### src/rtl/qpu_ifu_ibuf_pkg.sv
// qpu_ifu_ibuf_pkg
//   Shared configuration for the IFU instruction buffer.
//   - Default widths, used when the core-wide defines are not already present.
//   - Default buffer depth (`QPU_IBUF_DEPTH).
//   - Entry packing helper. Fields are packed MSB..LSB as
//     {prdt_taken, rs2idx, rs1idx, pc_vld, pc, ir}.
//   Optional feature macro used by qpu_ifu_ibuf: QPU_IBUF_BYPASS_EN.

`ifndef QPU_INSTR_SIZE
`define QPU_INSTR_SIZE 32
`endif
`ifndef QPU_PC_SIZE
`define QPU_PC_SIZE 32
`endif
`ifndef QPU_RFIDX_WIDTH
`define QPU_RFIDX_WIDTH 5
`endif
`ifndef QPU_IBUF_DEPTH
`define QPU_IBUF_DEPTH 4
`endif

package qpu_ifu_ibuf_pkg;

  localparam int IBUF_DEPTH   = `QPU_IBUF_DEPTH;
  localparam int IBUF_INSTR_W = `QPU_INSTR_SIZE;
  localparam int IBUF_PC_W    = `QPU_PC_SIZE;
  localparam int IBUF_RFIDX_W = `QPU_RFIDX_WIDTH;

  // Width of one stored entry: ir + pc + pc_vld + rs1idx + rs2idx + prdt_taken.
  function automatic int ibuf_entry_w(input int instr_w, input int pc_w, input int rfidx_w);
    return instr_w + pc_w + 2 * rfidx_w + 2;
  endfunction

endpackage

### src/rtl/qpu_ifu_ibuf_ram.sv
// qpu_ibuf_ram
//   DEPTH x WIDTH register array for the instruction buffer.
//   One synchronous write port, one asynchronous read port. Contents are not
//   reset; the owner tracks which entries are valid.
// Ports
//   clk    in   clock
//   we     in   write enable
//   waddr  in   write address
//   wdata  in   write data
//   raddr  in   read address
//   rdata  out  data at raddr (combinational)

module qpu_ibuf_ram #(
  parameter int DEPTH = 4,
  parameter int WIDTH = 8
) (
  input  logic                     clk,
  input  logic                     we,
  input  logic [$clog2(DEPTH)-1:0] waddr,
  input  logic [WIDTH-1:0]         wdata,
  input  logic [$clog2(DEPTH)-1:0] raddr,
  output logic [WIDTH-1:0]         rdata
);

  logic [WIDTH-1:0] mem [DEPTH];

  always_ff @(posedge clk) begin
    if (we) begin
      mem[waddr] <= wdata;
    end
  end

  // The head entry must be visible in the same cycle the pointer moves to it.
  assign rdata = mem[raddr];

endmodule

### src/rtl/qpu_ifu_ibuf.sv
// qpu_ifu_ibuf
//   Instruction buffer between the IFU IR stage and EXU dispatch. Holds up to
//   DEPTH instructions with their PC / register-index / prediction sideband,
//   strict FIFO order. A flush empties the buffer in one cycle.
// Optional feature: define QPU_IBUF_BYPASS_EN to let an instruction pass
//   combinationally from i_* to o_* when the buffer is empty and the EXU is
//   ready; such an entry is never written. Without the macro there is no
//   combinational i_* -> o_* path.
// Ports
//   clk, rst_n           clock, synchronous active-low reset
//   i_valid / i_ready    IFU-side handshake
//   i_ir, i_pc, i_pc_vld, i_rs1idx, i_rs2idx, i_prdt_taken   incoming entry
//   o_valid / o_ready    EXU-side handshake
//   o_ir, o_pc, o_pc_vld, o_rs1idx, o_rs2idx, o_prdt_taken   head entry
//   flush                discard every entry; blocks both handshakes
//   o_count              occupancy, 0..DEPTH

module qpu_ifu_ibuf
  import qpu_ifu_ibuf_pkg::*;
#(
  parameter int DEPTH   = IBUF_DEPTH,
  parameter int INSTR_W = IBUF_INSTR_W,
  parameter int PC_W    = IBUF_PC_W,
  parameter int RFIDX_W = IBUF_RFIDX_W
) (
  input  logic                     clk,
  input  logic                     rst_n,
  input  logic                     i_valid,
  output logic                     i_ready,
  input  logic [INSTR_W-1:0]       i_ir,
  input  logic [PC_W-1:0]          i_pc,
  input  logic                     i_pc_vld,
  input  logic [RFIDX_W-1:0]       i_rs1idx,
  input  logic [RFIDX_W-1:0]       i_rs2idx,
  input  logic                     i_prdt_taken,
  output logic                     o_valid,
  input  logic                     o_ready,
  output logic [INSTR_W-1:0]       o_ir,
  output logic [PC_W-1:0]          o_pc,
  output logic                     o_pc_vld,
  output logic [RFIDX_W-1:0]       o_rs1idx,
  output logic [RFIDX_W-1:0]       o_rs2idx,
  output logic                     o_prdt_taken,
  input  logic                     flush,
  output logic [$clog2(DEPTH):0]   o_count
);

  localparam int AW = $clog2(DEPTH);
  localparam int CW = AW + 1;
  localparam int EW = ibuf_entry_w(INSTR_W, PC_W, RFIDX_W);
  localparam logic [CW-1:0] FULL_COUNT = CW'(DEPTH);

  logic [AW-1:0] wr_ptr_reg, wr_ptr_next;
  logic [AW-1:0] rd_ptr_reg, rd_ptr_next;
  logic [CW-1:0] count_reg, count_next;

  logic          active;
  logic          fifo_valid;
  logic          push;
  logic          pop;
  logic [EW-1:0] wr_entry;
  logic [EW-1:0] rd_entry;
  logic [EW-1:0] head_entry;

  // Reset and flush both suppress every handshake in the current cycle.
  assign active     = rst_n & ~flush;
  assign fifo_valid = active & (count_reg != '0);
  // Full refuses a push even if a pop happens in the same cycle.
  assign i_ready    = active & (count_reg != FULL_COUNT);

  assign wr_entry = {i_prdt_taken, i_rs2idx, i_rs1idx, i_pc_vld, i_pc, i_ir};

`ifdef QPU_IBUF_BYPASS_EN
  logic bypass;
  // Empty buffer and a ready consumer: hand the input straight through and
  // skip the storage so the count stays at zero.
  assign bypass     = active & (count_reg == '0) & i_valid & o_ready;
  assign push       = i_valid & i_ready & ~bypass;
  assign o_valid    = fifo_valid | bypass;
  assign head_entry = bypass ? wr_entry : rd_entry;
`else
  assign push       = i_valid & i_ready;
  assign o_valid    = fifo_valid;
  assign head_entry = rd_entry;
`endif

  assign pop = fifo_valid & o_ready;

  assign {o_prdt_taken, o_rs2idx, o_rs1idx, o_pc_vld, o_pc, o_ir} = head_entry;
  assign o_count = count_reg;

  qpu_ibuf_ram #(
    .DEPTH (DEPTH),
    .WIDTH (EW)
  ) u_ram (
    .clk   (clk),
    .we    (push),
    .waddr (wr_ptr_reg),
    .wdata (wr_entry),
    .raddr (rd_ptr_reg),
    .rdata (rd_entry)
  );

  always_comb begin
    wr_ptr_next = wr_ptr_reg;
    rd_ptr_next = rd_ptr_reg;
    count_next  = count_reg;
    if (push) begin
      wr_ptr_next = wr_ptr_reg + AW'(1);
    end
    if (pop) begin
      rd_ptr_next = rd_ptr_reg + AW'(1);
    end
    case ({push, pop})
      2'b10:   count_next = count_reg + CW'(1);
      2'b01:   count_next = count_reg - CW'(1);
      default: count_next = count_reg;
    endcase
  end

  always_ff @(posedge clk) begin
    if (!rst_n || flush) begin
      wr_ptr_reg <= '0;
      rd_ptr_reg <= '0;
      count_reg  <= '0;
    end else begin
      wr_ptr_reg <= wr_ptr_next;
      rd_ptr_reg <= rd_ptr_next;
      count_reg  <= count_next;
    end
  end

endmodule
### config.mk
export PLATFORM = sky130hd
export DESIGN_NAME = qpu_ifu_ibuf
export DESIGN_NICKNAME = d
export VERILOG_FILES = /design/src/rtl/qpu_ifu_ibuf_pkg.sv /design/src/rtl/qpu_ifu_ibuf_ram.sv /design/src/rtl/qpu_ifu_ibuf.sv
export SDC_FILE = /design/constraint.sdc
export NUM_CORES = 1
export LEC_CHECK = 0
export ABC_AREA = 1
export CAP_MARGIN = 10
export CELL_PAD_IN_SITES_DETAIL_PLACEMENT = 0
export CELL_PAD_IN_SITES_GLOBAL_PLACEMENT = 1
export CORE_ASPECT_RATIO = 0.7
export CORE_MARGIN = 10
export CORE_UTILIZATION = 54
export DETAILED_ROUTE_END_ITERATION = 12
export DONT_BUFFER_PORTS = 1
export PLACE_DENSITY_LB_ADDON = 0.25
export SLEW_MARGIN = 20
export SYNTH_ARGS = -nofsm -noshare
export SYNTH_HDL_FRONTEND = slang
export SYNTH_HIERARCHICAL = 1
export SYNTH_SLANG_ARGS = --single-unit
### constraint.sdc
create_clock -name clk -period 19.4 [get_ports clk]
set_clock_uncertainty 0.15 [all_clocks]
set_input_delay 1.94 -clock clk [delete_from_list [all_inputs] [get_ports clk]]
set_output_delay 1.94 -clock clk [all_outputs]
set_load 0.1 [all_outputs]
# Word level (Yosys, flattened, before mapping)
# Memories as Yosys holds them, arrays and structs flattened. A register that Yosys moved wholly into a read port is not among the register bits.
# Cells that the tools add are included.
# totals
regBits	7
ram_bits	304
output_inout_bits	81
wordCells	26
mem_count	1
# mem_list
memory	depth	word_bits	rd	rd_ports_with_merged_regs	wr	line	rtl
u_ram.mem	4	76	1	1	1	qpu_ifu_ibuf_ram.sv:25	logic [WIDTH-1:0] mem [DEPTH];
# classes
add_sub_neg	4
eq_ne	3
mux	5
bitwise_logic	6
n_reduce_logical	4
# ops
operator	n
one-hot mux 3 bit (2 select lines)	1
AND 1 bit	5
adder 2 x 1 -> 2 bit, second input constant	2
2-to-1 mux 2 bit	2
adder 3 x 1 -> 3 bit, second input constant	1
!= test 3 bit, second input constant	1
nonzero test 3 bit	1
subtractor 3 x 1 -> 3 bit, second input constant	1
== test 2 x 1 -> 1 bit, second input constant	1
== test 2 bit, second input constant	1
2-to-1 mux 1 bit	2
nonzero test 2 bit	1
zero test 1 bit	1
logical OR 1 bit	1
NOT 1 bit	1

# Longest topological paths before layout
# Gate-level depths: netlist of the first run.
# depth
word_depth	6
mapped_depth	13
mapped_depth_nobuf	13

# Modules after synthesis
# Netlist of the first run, hierarchy kept.
# by_module_without_submodules
module	instances	cells_per_inst	area_each_um2	seq_area_each_um2
qpu_ibuf_ram	1	1199	12783.5	9128.8
qpu_ifu_ibuf	1	61	435.4	140.1

# Least setup slack after synthesis of the first run
# OpenSTA, ideal clock, no wires.
# synth_path
kind	input to register
from	in rst_n
to	mem u_ram/mem[0][0] (netlist name) (enable)
setup_time_ns	0.604
t_arrival_ns	7.523
path_slack_ns	11.123
cell_stages	6
path_buffers	0
cell_sequence	inv_1 nor2_8 nand3_2 inv_1 inv_1 nor3_1
# synth_between
elab_chain_len	5
# synth_lines
element	line	rtl
from (decl)	qpu_ifu_ibuf.sv:27	input logic rst_n,
AND 1 bit	qpu_ifu_ibuf.sv:66	assign active = rst_n & ~flush;
AND 1 bit	qpu_ifu_ibuf.sv:69	assign i_ready = active & (count_reg != FULL_COUNT);
AND 1 bit	qpu_ifu_ibuf.sv:82	assign push = i_valid & i_ready;
net push	qpu_ifu_ibuf.sv:59	logic push;
2-to-1 mux 1 bit	qpu_ifu_ibuf_ram.sv:28	if (we) begin
2-to-1 mux 1 bit (not written as such)	qpu_ifu_ibuf_ram.sv:29	mem[waddr] <= wdata;
to (decl)	qpu_ifu_ibuf_ram.sv:25	
# The timed path passes the listed nets, and every way through them passes these cells.

==> results of run 1 <==
power groups by stage:
stage / registers [W] / logic (W) / clock network, W
global route: 0.000746 / 0.0000569 / 0.000560
floorplan: 0.000761 / 0.0000490 / 0
CTS: 0.000746 / 0.0000543 / 0.000532
detailed placement: 0.000760 / 0.0000543 / 0
finish: 0.000746 / 0.0000541 / 0.000518
global placement: 0.000760 / 0.0000541 / 0
layer usage:
layer	vias to the layer above	routed length (um)	global-route usage
li1	3898	-	-
met2	182	12300	0.267
met1	3431	10700	0.193
met3	39	2160	0.0557
met4	0	482	0.0397
met5	-	0	0
cells by family after synthesis:
kind of cell,Yosys count
adder cells (fa/ha/maj),2
flip-flops,311
AND/OR/NAND/NOR,563
AO/OA/AOI/OAI,8
buffers and inverters,376
per-stage QoR:
stage          utilization  instance area (sq um)
2_1_floorplan            -                  13200
3_3_place_gp         0.563                  13400
3_5_place_dp         0.563                  13400
4_1_cts              0.599                  14300
5_1_grt              0.600                  14300
6_report             0.600                  14300
critical path, stage by stage (launching register included):
cell and delay, ns:
dfxtp_4 0.86, inv_4 0.50, buf_4 0.52, nand2_1 0.15
nand3_1 0.08, nand2_1 0.74
cell usage in the layout (no fill, tap or decap), types with 2 or more instances in the layout:
cell / count
clkinv_1: 5
a21oi_2: 2
edfxtp_1: 304
a21oi_1: 2
nand2_2: 4
nor3_2: 3
nand2_1: 392
o21ai_0: 2
dfxtp_4: 2
nand3_1: 154
dfxtp_1: 5
clkbuf_1: 9
clkbuf_16: 31
buf_4: 11
inv_1: 324
nor2_2: 2
a21oi_4: 2
nor2_1: 3
final timing paths:
check                                                 from                         end  slack (ns)  cells after the start
worst max-delay path            rd_ptr_reg[0]$_SDFFE_PP0P_                    o_pc[29]       13.84                      5
worst max register to register     o_count[0]$_SDFFE_PP0P_  u_ram/mem[1][46]$_DFFE_PP_       15.70                      7
worst min register to register  wr_ptr_reg[0]$_SDFFE_PP0P_  wr_ptr_reg[0]$_SDFFE_PP0P_        0.39                      2
worst min-delay path            wr_ptr_reg[0]$_SDFFE_PP0P_  wr_ptr_reg[0]$_SDFFE_PP0P_        0.39                      2
cell usage after synthesis:
cell	instances	area share
nand4_1	1	0.00047
a21oi_2	2	0.0013
nor2_8	1	0.0015
nand3_2	1	0.00076
a21oi_1	4	0.0015
ha_1	1	0.00095
nor3_1	4	0.0015
nand2_2	4	0.0019
buf_6	2	0.0017
nand2_1	392	0.11
fa_1	1	0.0015
dfxtp_1	7	0.011
nand3_1	154	0.058
inv_4	1	0.00047
buf_4	11	0.0062
edfxtp_1	304	0.69
clkbuf_1	4	0.0011
o21ai_0	2	0.00076
nor2_4	1	0.00085
nor2_2	2	0.00095
buf_2	33	0.012
nor2_1	3	0.00085
inv_1	324	0.092
inv_2	1	0.00028
layout make-up:
cell class              count  area (sq um)
clock inverters             7          53.8
flip-flops and latches    311          9280
inverters                 326          1230
repair buffers             11          82.6
fillers                  1904          9540
multi-input cells         573          2490
clock buffers              40           810
well taps                 318           398
==> results.md, run 1 <==
- Status: completed
- DR iter-0 viols: 369
- Mux contribution to synthesized area: 0
- Critical path class: flop to primary output
- Worst-margin pin slew: 1.15 ns
- DIE HEIGHT: 151 um
- Critical path required time: 17.31 ns
- Share of cells above drive strength 1: 0.0513
- Tot GR Track Use: 0.159
- Setup bufs post-CTS: 0
- CTS Buffer Depth: 3
- Avg Cell Area, Syn: 10.5 sq um
- First-pass GRT wire length: 39200 um
- Vias in the first global route: 7020
- Width of the die: 207 um
- MaxCap Viol Count: 0
- YS warnings: 6
- Initial Util: 0.554
- Synth cell types: 24
- Part of the power in registers: 0.566
- Sequential area share after synthesis: 0.701
- Final non-filler cell total: 1586
- Post-route antenna net violation count: 0
- P_int: 0.00105 W
- Largest family of logic cells by synthesized area: simple AND/OR/NAND/NOR gates
- FF+latch count, synth: 311
- Compound-gate portion of the synthesized area: 0.00360
- Routed len/inst: 16.2 um
- Combinational Power Share: 0.041
- Synthesized net count: 1343
- Fin crit period: 5.56 ns
- Sw frac: 0.204
- Dpl cells: 1539
- Sw power: 0.000269 W
- Largest net degree at the start of global routing: 88
- Overflow left after global routing: 0
- Worst VDD drop: 0.0852 mV
- Port bufs: 0
- TritonCTS Sinks: 311
- Area growth syn-to-layout: 8.43%
- Routed vias: 7550
- Slew Viols, Final: 0
- Total Power: 0.00132 W
- Xor/xnor share of the synthesized area: 0
- Root Driver: clkbuf_16
- Setup tns final: 0 ns
- Hold_buf cts: 0
- RSZ-0062 raised after global routing: false
- Clk pwr share: 0.393
- Dpl ws: 14.18 ns
- Skew-Pair Late Insertion Delay: 0.54 ns
- Hold slack: 0.388 ns
- Worst Path Max Fanout: 83
- Drt drc: 0
- Mapped Area: 0.0132 sq mm
- Core footprint: 0.0239 sq mm
- Io pins: 162
- TritonCTS Buffers: 30
- Final Hold Violating Endpoints: 0
- Htree depth: 1
- Power per cell area: 92.0 mW/mm^2
- Simple-gate share of the synthesized area: 0.178
- Worst Hold Class: flop to flop
- Max reg flops: 304
- CP Data Arrival Time: 3.47 ns
- PostCTS Resize Cnt: 0
- First drt pass iteration count: 4
- Gpl congestion: 0.727
- CTS tree: yes
- Worst setup margin: 13.84 ns
- Core Rows: 47
- Clock Pin Slew Worst Setup and Hold Paths: 0.06 ns
- Largest Register: u_ram/mem
- Diodes inserted: 0
- Synth Instances: 1260
- Period utilization: 0.287
- Vias per cell: 4.76
- Final Setup Violations: 0
- Layout Nets: 1336
- Leakage: 6.33 nW
- Slew margin rel.: 0.235
- Final wirelength: 25600 um
- CP startpoint kind: flop
- Antenna violations before repair: 0
- DP Wirelength: 14800 um
- Die area: 0.0312 sq mm
- Top achievable clock speed: 180 MHz
- CP Capture Type: primary output
- Adder-Cell Fraction of Synth Area: 0.00246
(Power assumes the default switching activity.)
==> inputs of run 2 (changes only) <==
--- a/config.mk
+++ b/config.mk
@@ -11,7 +11,7 @@
 export CELL_PAD_IN_SITES_GLOBAL_PLACEMENT = 1
 export CORE_ASPECT_RATIO = 0.7
 export CORE_MARGIN = 10
-export CORE_UTILIZATION = 54
+export CORE_UTILIZATION = 45
 export DETAILED_ROUTE_END_ITERATION = 12
 export DONT_BUFFER_PORTS = 1
 export PLACE_DENSITY_LB_ADDON = 0.25
==> constraint.sdc (replaced) <==
create_clock -name clk -period 4.6 [get_ports clk]
set_clock_uncertainty 0.15 [all_clocks]
set_input_delay 0.46 -clock clk [delete_from_list [all_inputs] [get_ports clk]]
set_output_delay 0.46 -clock clk [all_outputs]
set_load 0.1 [all_outputs]
==> run 2 against run 1 <==
  * Via count increased by 7.1%
  * Power increased to 4.4 times the previous value
  * Sequential power increased to 4.2 times the previous value
  * Combinational power increased to 6.0 times the previous value
  * Clock power increased to 4.6 times the previous value
  * Final area increased by 7.8%
  * Final cell count increased by 10%
  * Sequential cell count unchanged
  * Critical endpoint is now o_ir[22]
  * Critical path depth unchanged
  * First-iteration DRC count increased by 34%
  * Sequential share of layout area decreased by 4.7 points
  * Wire length increased by 12%
==> results.md, run 2 (synthesis results as in run 1) <==
- Slew margin rel.: 0.236 (+0.00135)
- Power per cell area: 378 mW/mm^2 (+310%)
- Antenna violations before repair: 1 (+1)
- Port bufs: 0 (unchanged)
- Initial Util: 0.457 (-0.0971)
- Width of the die: 225 um (+8.6%)
- Crit path cell chain: inv_4, buf_12, nand2_1, nand3_1, nand2_1
- DP Wirelength: 16000 um (+7.8%)
- Largest net degree at the start of global routing: 87 (-1.1%)
- CTS Buffer Depth: 3 (unchanged)
- Routed len/inst: 16.4 um (+1.2%)
- Largest Register: u_ram/mem
- Gpl congestion: 0.714 (-1.8%)
- Vias in the first global route: 7668 (+9.2%)
- Final wirelength: 28600 um (+12%)
- Leakage: 6.81 nW (+7.6%)
- Part of the power in registers: 0.537 (-0.029)
- Status: completed
- CP startpoint kind: flop
- Share of cells above drive strength 1: 0.0649 (+0.0137)
- Most frequent cells in the layout: 392 x nand2_1, 324 x inv_1, 304 x edfxtp_1, 154 x nand3_1, 81 x dlygate4sd3_1
- Area growth syn-to-layout: 16.8%
- Worst Path Max Fanout: 86 (+3.6%)
- Combinational Power Share: 0.055 (+0.014)
- First drt pass iteration count: 5 (+1)
- Routed vias: 8083 (+7.1%)
- MaxCap Viol Count: 0 (unchanged)
- Most common cell after layout, fill and taps aside: nand2_1
- Skew-Pair Late Insertion Delay: 0.56 ns (+0.02 ns)
- Tot GR Track Use: 0.154 (-0.00460)
- Critical path required time: 3.99 ns (-13.32 ns)
- TritonCTS Sinks: 311 (unchanged)
- Root Driver: clkbuf_16
- Sequential cell area: 0.00928 sq mm (unchanged)
- Overflow left after global routing: 0 (unchanged)
- Hold slack: 0.0355 ns (-0.353 ns)
- Core footprint: 0.0290 sq mm (+21%)
- Final Setup Violations: 0 (unchanged)
- Max reg flops: 304 (unchanged)
- Sw power: 0.00128 W (+370%)
- Worst Hold Class: primary input to flop
- Layout Nets: 1430 (+7.0%)
- CP Capture Type: primary output
- Clock Pin Slew Worst Setup and Hold Paths: 0.06 ns (about the same)
- Vias per cell: 4.62 (-3.0%)
- Top achievable clock speed: 271 MHz
- Sw frac: 0.219 (+0.0146)
- Critical Path Slowest Stage Cell: nand2_1
- Slew Viols, Final: 0 (unchanged)
- Dpl cells: 1611 (+4.7%)
- Slowest cell delay on critical path: 0.76 ns (-0.10 ns)
- RSZ-0062 raised after global routing: false
- CTS tree: yes
- CP Data Arrival Time: 3.08 ns (-0.39 ns)
- Post-route cell area: 0.0154 sq mm (+7.8%)
- Drt drc: 0 (unchanged)
- Critical path class: flop to primary output
- Core Rows: 52 (+11%)
- P_int: 0.00456 W (+340%)
- Fillers: 2499 (+31%)
- Fin crit period: 3.69 ns
- Worst VDD drop: 0.356 mV (+320%)
- Multi-input gate area: 0.00249 sq mm (+0.15%)
- PostCTS Resize Cnt: 0 (unchanged)
- Die area: 0.0367 sq mm (+18%)
- Worst path most repeated cell: nand2_1
- DR iter-0 viols: 495 (+34%)
- Final Hold Violating Endpoints: 0 (unchanged)
- TritonCTS Buffers: 31 (+3.3%)
- DIE HEIGHT: 163 um (+8.3%)
- Final non-filler cell total: 1750 (+10%)
- First-pass GRT wire length: 44600 um (+14%)
- Placed Area: 0.0137 sq mm (+1.7%)
- Htree depth: 1 (unchanged)
- Worst-margin pin slew: 1.14 ns (-0.00202 ns)
- Period utilization: 0.802
- Io pins: 162 (unchanged)
- Clk pwr share: 0.407 (+0.014)
- Post-route antenna net violation count: 0 (unchanged)
[run 2: per-stage QoR]
stage | util | setup TNS [ns] | setup slack, ns | power [W]
after global placement | 0.472 | 0 | 1.47 | 0.00344
after floorplan | - | -135.59 | -0.446 | 0.00341
after global routing | 0.533 | 0 | 0.635 | 0.00605
final | 0.533 | 0 | 0.910 | 0.00584
after detailed placement | 0.472 | 0 | 1.45 | 0.00344
after CTS | 0.533 | 0 | 0.841 | 0.00591
[run 2: final timing paths]
check             slack [ns]                        from  cells after the start                    endpoint
setup / recovery        0.91  rd_ptr_reg[0]$_SDFFE_PP0P_                      5                    o_ir[22]
hold / removal          0.04                     o_ready                      5  rd_ptr_reg[0]$_SDFFE_PP0P_
setup reg to reg        1.69     o_count[2]$_SDFFE_PP0P_                     13     o_count[2]$_SDFFE_PP0P_
hold reg to reg         0.48  wr_ptr_reg[1]$_SDFFE_PP0P_                      3  wr_ptr_reg[1]$_SDFFE_PP0P_
[run 2: per-layer routing]
layer  vias to the layer above  GRT usage  part of all wire
li1                       4100          -                 -
met1                      3739      0.208              0.45
met2                       214      0.245              0.46
met3                        30     0.0441             0.082
met4                         0     0.0293             0.015
met5                         -          0                 0
[run 2: power by group through the flow]
| stage | sequential, W | combinational, W | clock [W] |
|---|---|---|---|
| after floorplan | 0.00321 | 0.000207 | 0 |
| after global placement | 0.00320 | 0.000239 | 0 |
| after detailed placement | 0.00320 | 0.000239 | 0 |
| after CTS | 0.00314 | 0.000325 | 0.00245 |
| after global routing | 0.00314 | 0.000342 | 0.00257 |
| final | 0.00314 | 0.000322 | 0.00238 |
[run 2: layout make-up]
type	count	area share
antenna	1	0.000162
clock buffer	38	0.0526
clock inverter	19	0.00932
inverter	326	0.0794
multi-input combinational	573	0.161
sequential	311	0.601
tap	378	0.0306
timing repair buffer	104	0.0661
[run 2: critical path: cells and delay by family, from the launching register on]
kind                   cells  cell delay [ns]
AND/OR/NAND/NOR            3             0.94
buffers and inverters      2             0.77
flip-flops                 1             0.72
[run 2: repair_timing]
action / 4_1_cts / 5_1_grt
buffers inserted: 0 / 0
endpoints found under the hold margin: 311 / 0
hold buffers: 81 / 0
==> inputs of run 3 (changes only) <==
==> constraint.sdc (replaced) <==
create_clock -name clk -period 3.25 [get_ports clk]
set_clock_uncertainty 0.15 [all_clocks]
set_input_delay 0.325 -clock clk [delete_from_list [all_inputs] [get_ports clk]]
set_output_delay 0.325 -clock clk [all_outputs]
set_load 0.1 [all_outputs]
==> run 3 against run 2 <==
  * Hold slack improved by 0.29 ns
  * Setup slack worse by 0.70 ns
  * Core utilization up 2.3 points
  * First-iteration DRC count shrank 3.2%
  * Register-to-register slack worse by 0.90 ns
==> results.md, run 3 (synthesis results as in run 1) <==
- DP Wirelength: 16400 um (+2.9%)
- FF-to-FF path depth: 7 (-6)
- WHS Endpoint: u_ram/mem[1][49]$_DFFE_PP_
- Final Hold Violating Endpoints: 0 (unchanged)
- Critical Path Slowest Stage Cell: dlygate4sd3_1
- Total Power: 0.00832 W (+42%)
- Skew-Pair Late Insertion Delay: 0.56 ns (about the same)
- RSZ-0062 raised after global routing: false
- Io pins: 162 (unchanged)
- Most frequent cells in the layout: 392 x nand2_1, 322 x inv_1, 304 x edfxtp_1, 154 x nand3_1, 84 x buf_4
- First-pass GRT wire length: 45800 um (+2.7%)
- Tot GR Track Use: 0.157 (+0.00300)
- Largest net degree at the start of global routing: 155 (+78%)
- First drt pass iteration count: 5 (unchanged)
- Hold path start: i_pc[17]
- Share of cells above drive strength 1: 0.112 (+0.0475)
- CP startpoint kind: primary input
- Top achievable clock speed: 329 MHz
- TritonCTS Sinks: 311 (unchanged)
- Setup bufs post-CTS: 0 (unchanged)
- TritonCTS Buffers: 30 (-3.2%)
- Drt drc: 0 (unchanged)
- Area growth syn-to-layout: 22.0%
- Status: completed
- Vias in the first global route: 8104 (+5.7%)
- Worst Hold Class: primary input to flop
- RR Endpoint: u_ram/mem[0][64]$_DFFE_PP_
- Worst Path Max Fanout: 9 (-90%)
- Dpl cells: 1684 (+4.5%)
- DIE HEIGHT: 163 um (unchanged)
- Core Rows: 52 (unchanged)
- Hold slack: 0.330 ns (+0.294 ns)
- Core footprint: 0.0290 sq mm (unchanged)
- Routed vias: 8356 (+3.4%)
- Layout Nets: 1502 (+5.0%)
- Period utilization: 0.935
- MaxCap Viol Count: 0 (unchanged)
- Final non-filler cell total: 1824 (+4.2%)
- Final Setup Violations: 0 (unchanged)
- Initial Util: 0.457 (unchanged)
- Leakage: 7.18 nW (+5.4%)
- Sequential cell area: 0.00929 sq mm (about the same)
- Gpl congestion: 0.777 (+8.7%)
- PostCTS Resize Cnt: 0 (unchanged)
- DR iter-0 viols: 479 (-3.2%)
- Clock Pin Slew Worst Setup and Hold Paths: 0.06 ns (about the same)
- Slew margin rel.: 0.375 (+0.139)
- Flop2flop setup slack: 0.79 ns (-0.90 ns)
- CTS Buffer Depth: 3 (unchanged)
- Vias per cell: 4.58 (-0.82%)
- Post-route antenna net violation count: 0 (unchanged)
- Slew Viols, Final: 0 (unchanged)
- CP Capture Type: flop
- Slowest cell delay on critical path: 0.75 ns (about the same)
- Worst-margin pin slew: 0.937 ns (-0.207 ns)
- CTS tree: yes
- Multi-input gate area: 0.00249 sq mm (unchanged)
- Die area: 0.0367 sq mm (unchanged)
- Max reg flops: 304 (unchanged)
- Worst path most repeated cell: dlygate4sd3_1
- Critical path class: primary input to flop
- Post-route cell area: 0.0161 sq mm (+4.4%)
- Root Driver: clkbuf_16
- Antenna violations before repair: 5 (+4)
- Final wirelength: 28800 um (+0.57%)
- Placed Area: 0.0144 sq mm (+4.9%)
- Worst VDD drop: 0.359 mV (+0.97%)
- Hold Path Cell Cnt: 1 (-4)
- Fin crit period: 3.04 ns
- Width of the die: 225 um (unchanged)
- Routed len/inst: 15.8 um (-3.5%)
- Most common cell after layout, fill and taps aside: nand2_1
- CP Data Arrival Time: 3.15 ns (+0.07 ns)
- Htree depth: 1 (unchanged)
- Critical path required time: 3.36 ns (-0.63 ns)
- Crit path cell chain: dlygate4sd3_1, nor2_8, dlygate4sd3_1, nand3_2, inv_2, inv_4, nor3_4, buf_4
- Fillers: 2462 (-1.5%)
- Port bufs: 0 (unchanged)
- Crit path buffers/inverters: 5 (+3)
- Overflow left after global routing: 0 (unchanged)
- Worst r2r src: o_count[1]$_SDFFE_PP0P_
- Cell family with most CP delay: buffers and inverters
- Power per cell area: 516 mW/mm^2 (+36%)
- Largest Register: u_ram/mem
==> run 3: worst register-to-register path, delay by kind of cell, from the launching register on <==
family | cells | cell delay [ns]
and+or+nand+nor | 4 | 0.97
buffers and inverters | 3 | 0.47
DFF | 1 | 0.56
==> run 3: final cells by class <==
class,count,share of cell area
clock inverters,19,0.00978
repair buffers,177,0.104
well taps,378,0.0293
multi-input cells,573,0.155
clock buffers,35,0.0490
flip-flops and latches,311,0.576
diodes,5,0.000776
inverters,326,0.0763
==> run 3: report_power, final <==
group          total (W)  leakage, nW  internal, W  switching (W)
registers        0.00445         2.81      0.00443      0.0000136
logic           0.000503         3.90     0.000140       0.000363
clock network    0.00337        0.468      0.00196        0.00141
==> run 3: what timing repair did <==
item,CTS,global route
hold endpoints to repair,311,0
setup endpoints to repair,0,0
hold buffers,81,0
==> run 3: through the flow <==
step | setup WS [ns] | TNS [ns] | util
floorplan | -0.119 | -25.87 | -
global placement | 0.696 | 0 | 0.496
detailed placement | 0.731 | 0 | 0.496
CTS | 0.144 | 0 | 0.556
global route | 0.0634 | 0 | 0.557
finish | 0.211 | 0 | 0.557
==> run 3: per-layer routing <==
layer	global-route usage	wire length, um	vias up
li1	-	-	4260
met1	0.211	13100	3880
met2	0.254	13400	175
met3	0.0387	1710	39
met4	0.0320	481	2
met5	0	13	-
==> run 3: worst max-delay path by stage <==
stage	startpoint	end	slack [ns]	cells after the start
after floorplan	o_count[1]$_SDFFE_PP0P_	u_ram/mem[1][0]$_DFFE_PP_	-0.12	6
after global placement	o_count[1]$_SDFFE_PP0P_	u_ram/mem[0][64]$_DFFE_PP_	0.70	7
after detailed placement	o_count[1]$_SDFFE_PP0P_	u_ram/mem[0][64]$_DFFE_PP_	0.73	7
after CTS	flush	u_ram/mem[0][64]$_DFFE_PP_	0.14	8
after global routing	flush	u_ram/mem[0][64]$_DFFE_PP_	0.06	8
final	flush	u_ram/mem[0][64]$_DFFE_PP_	0.21	8
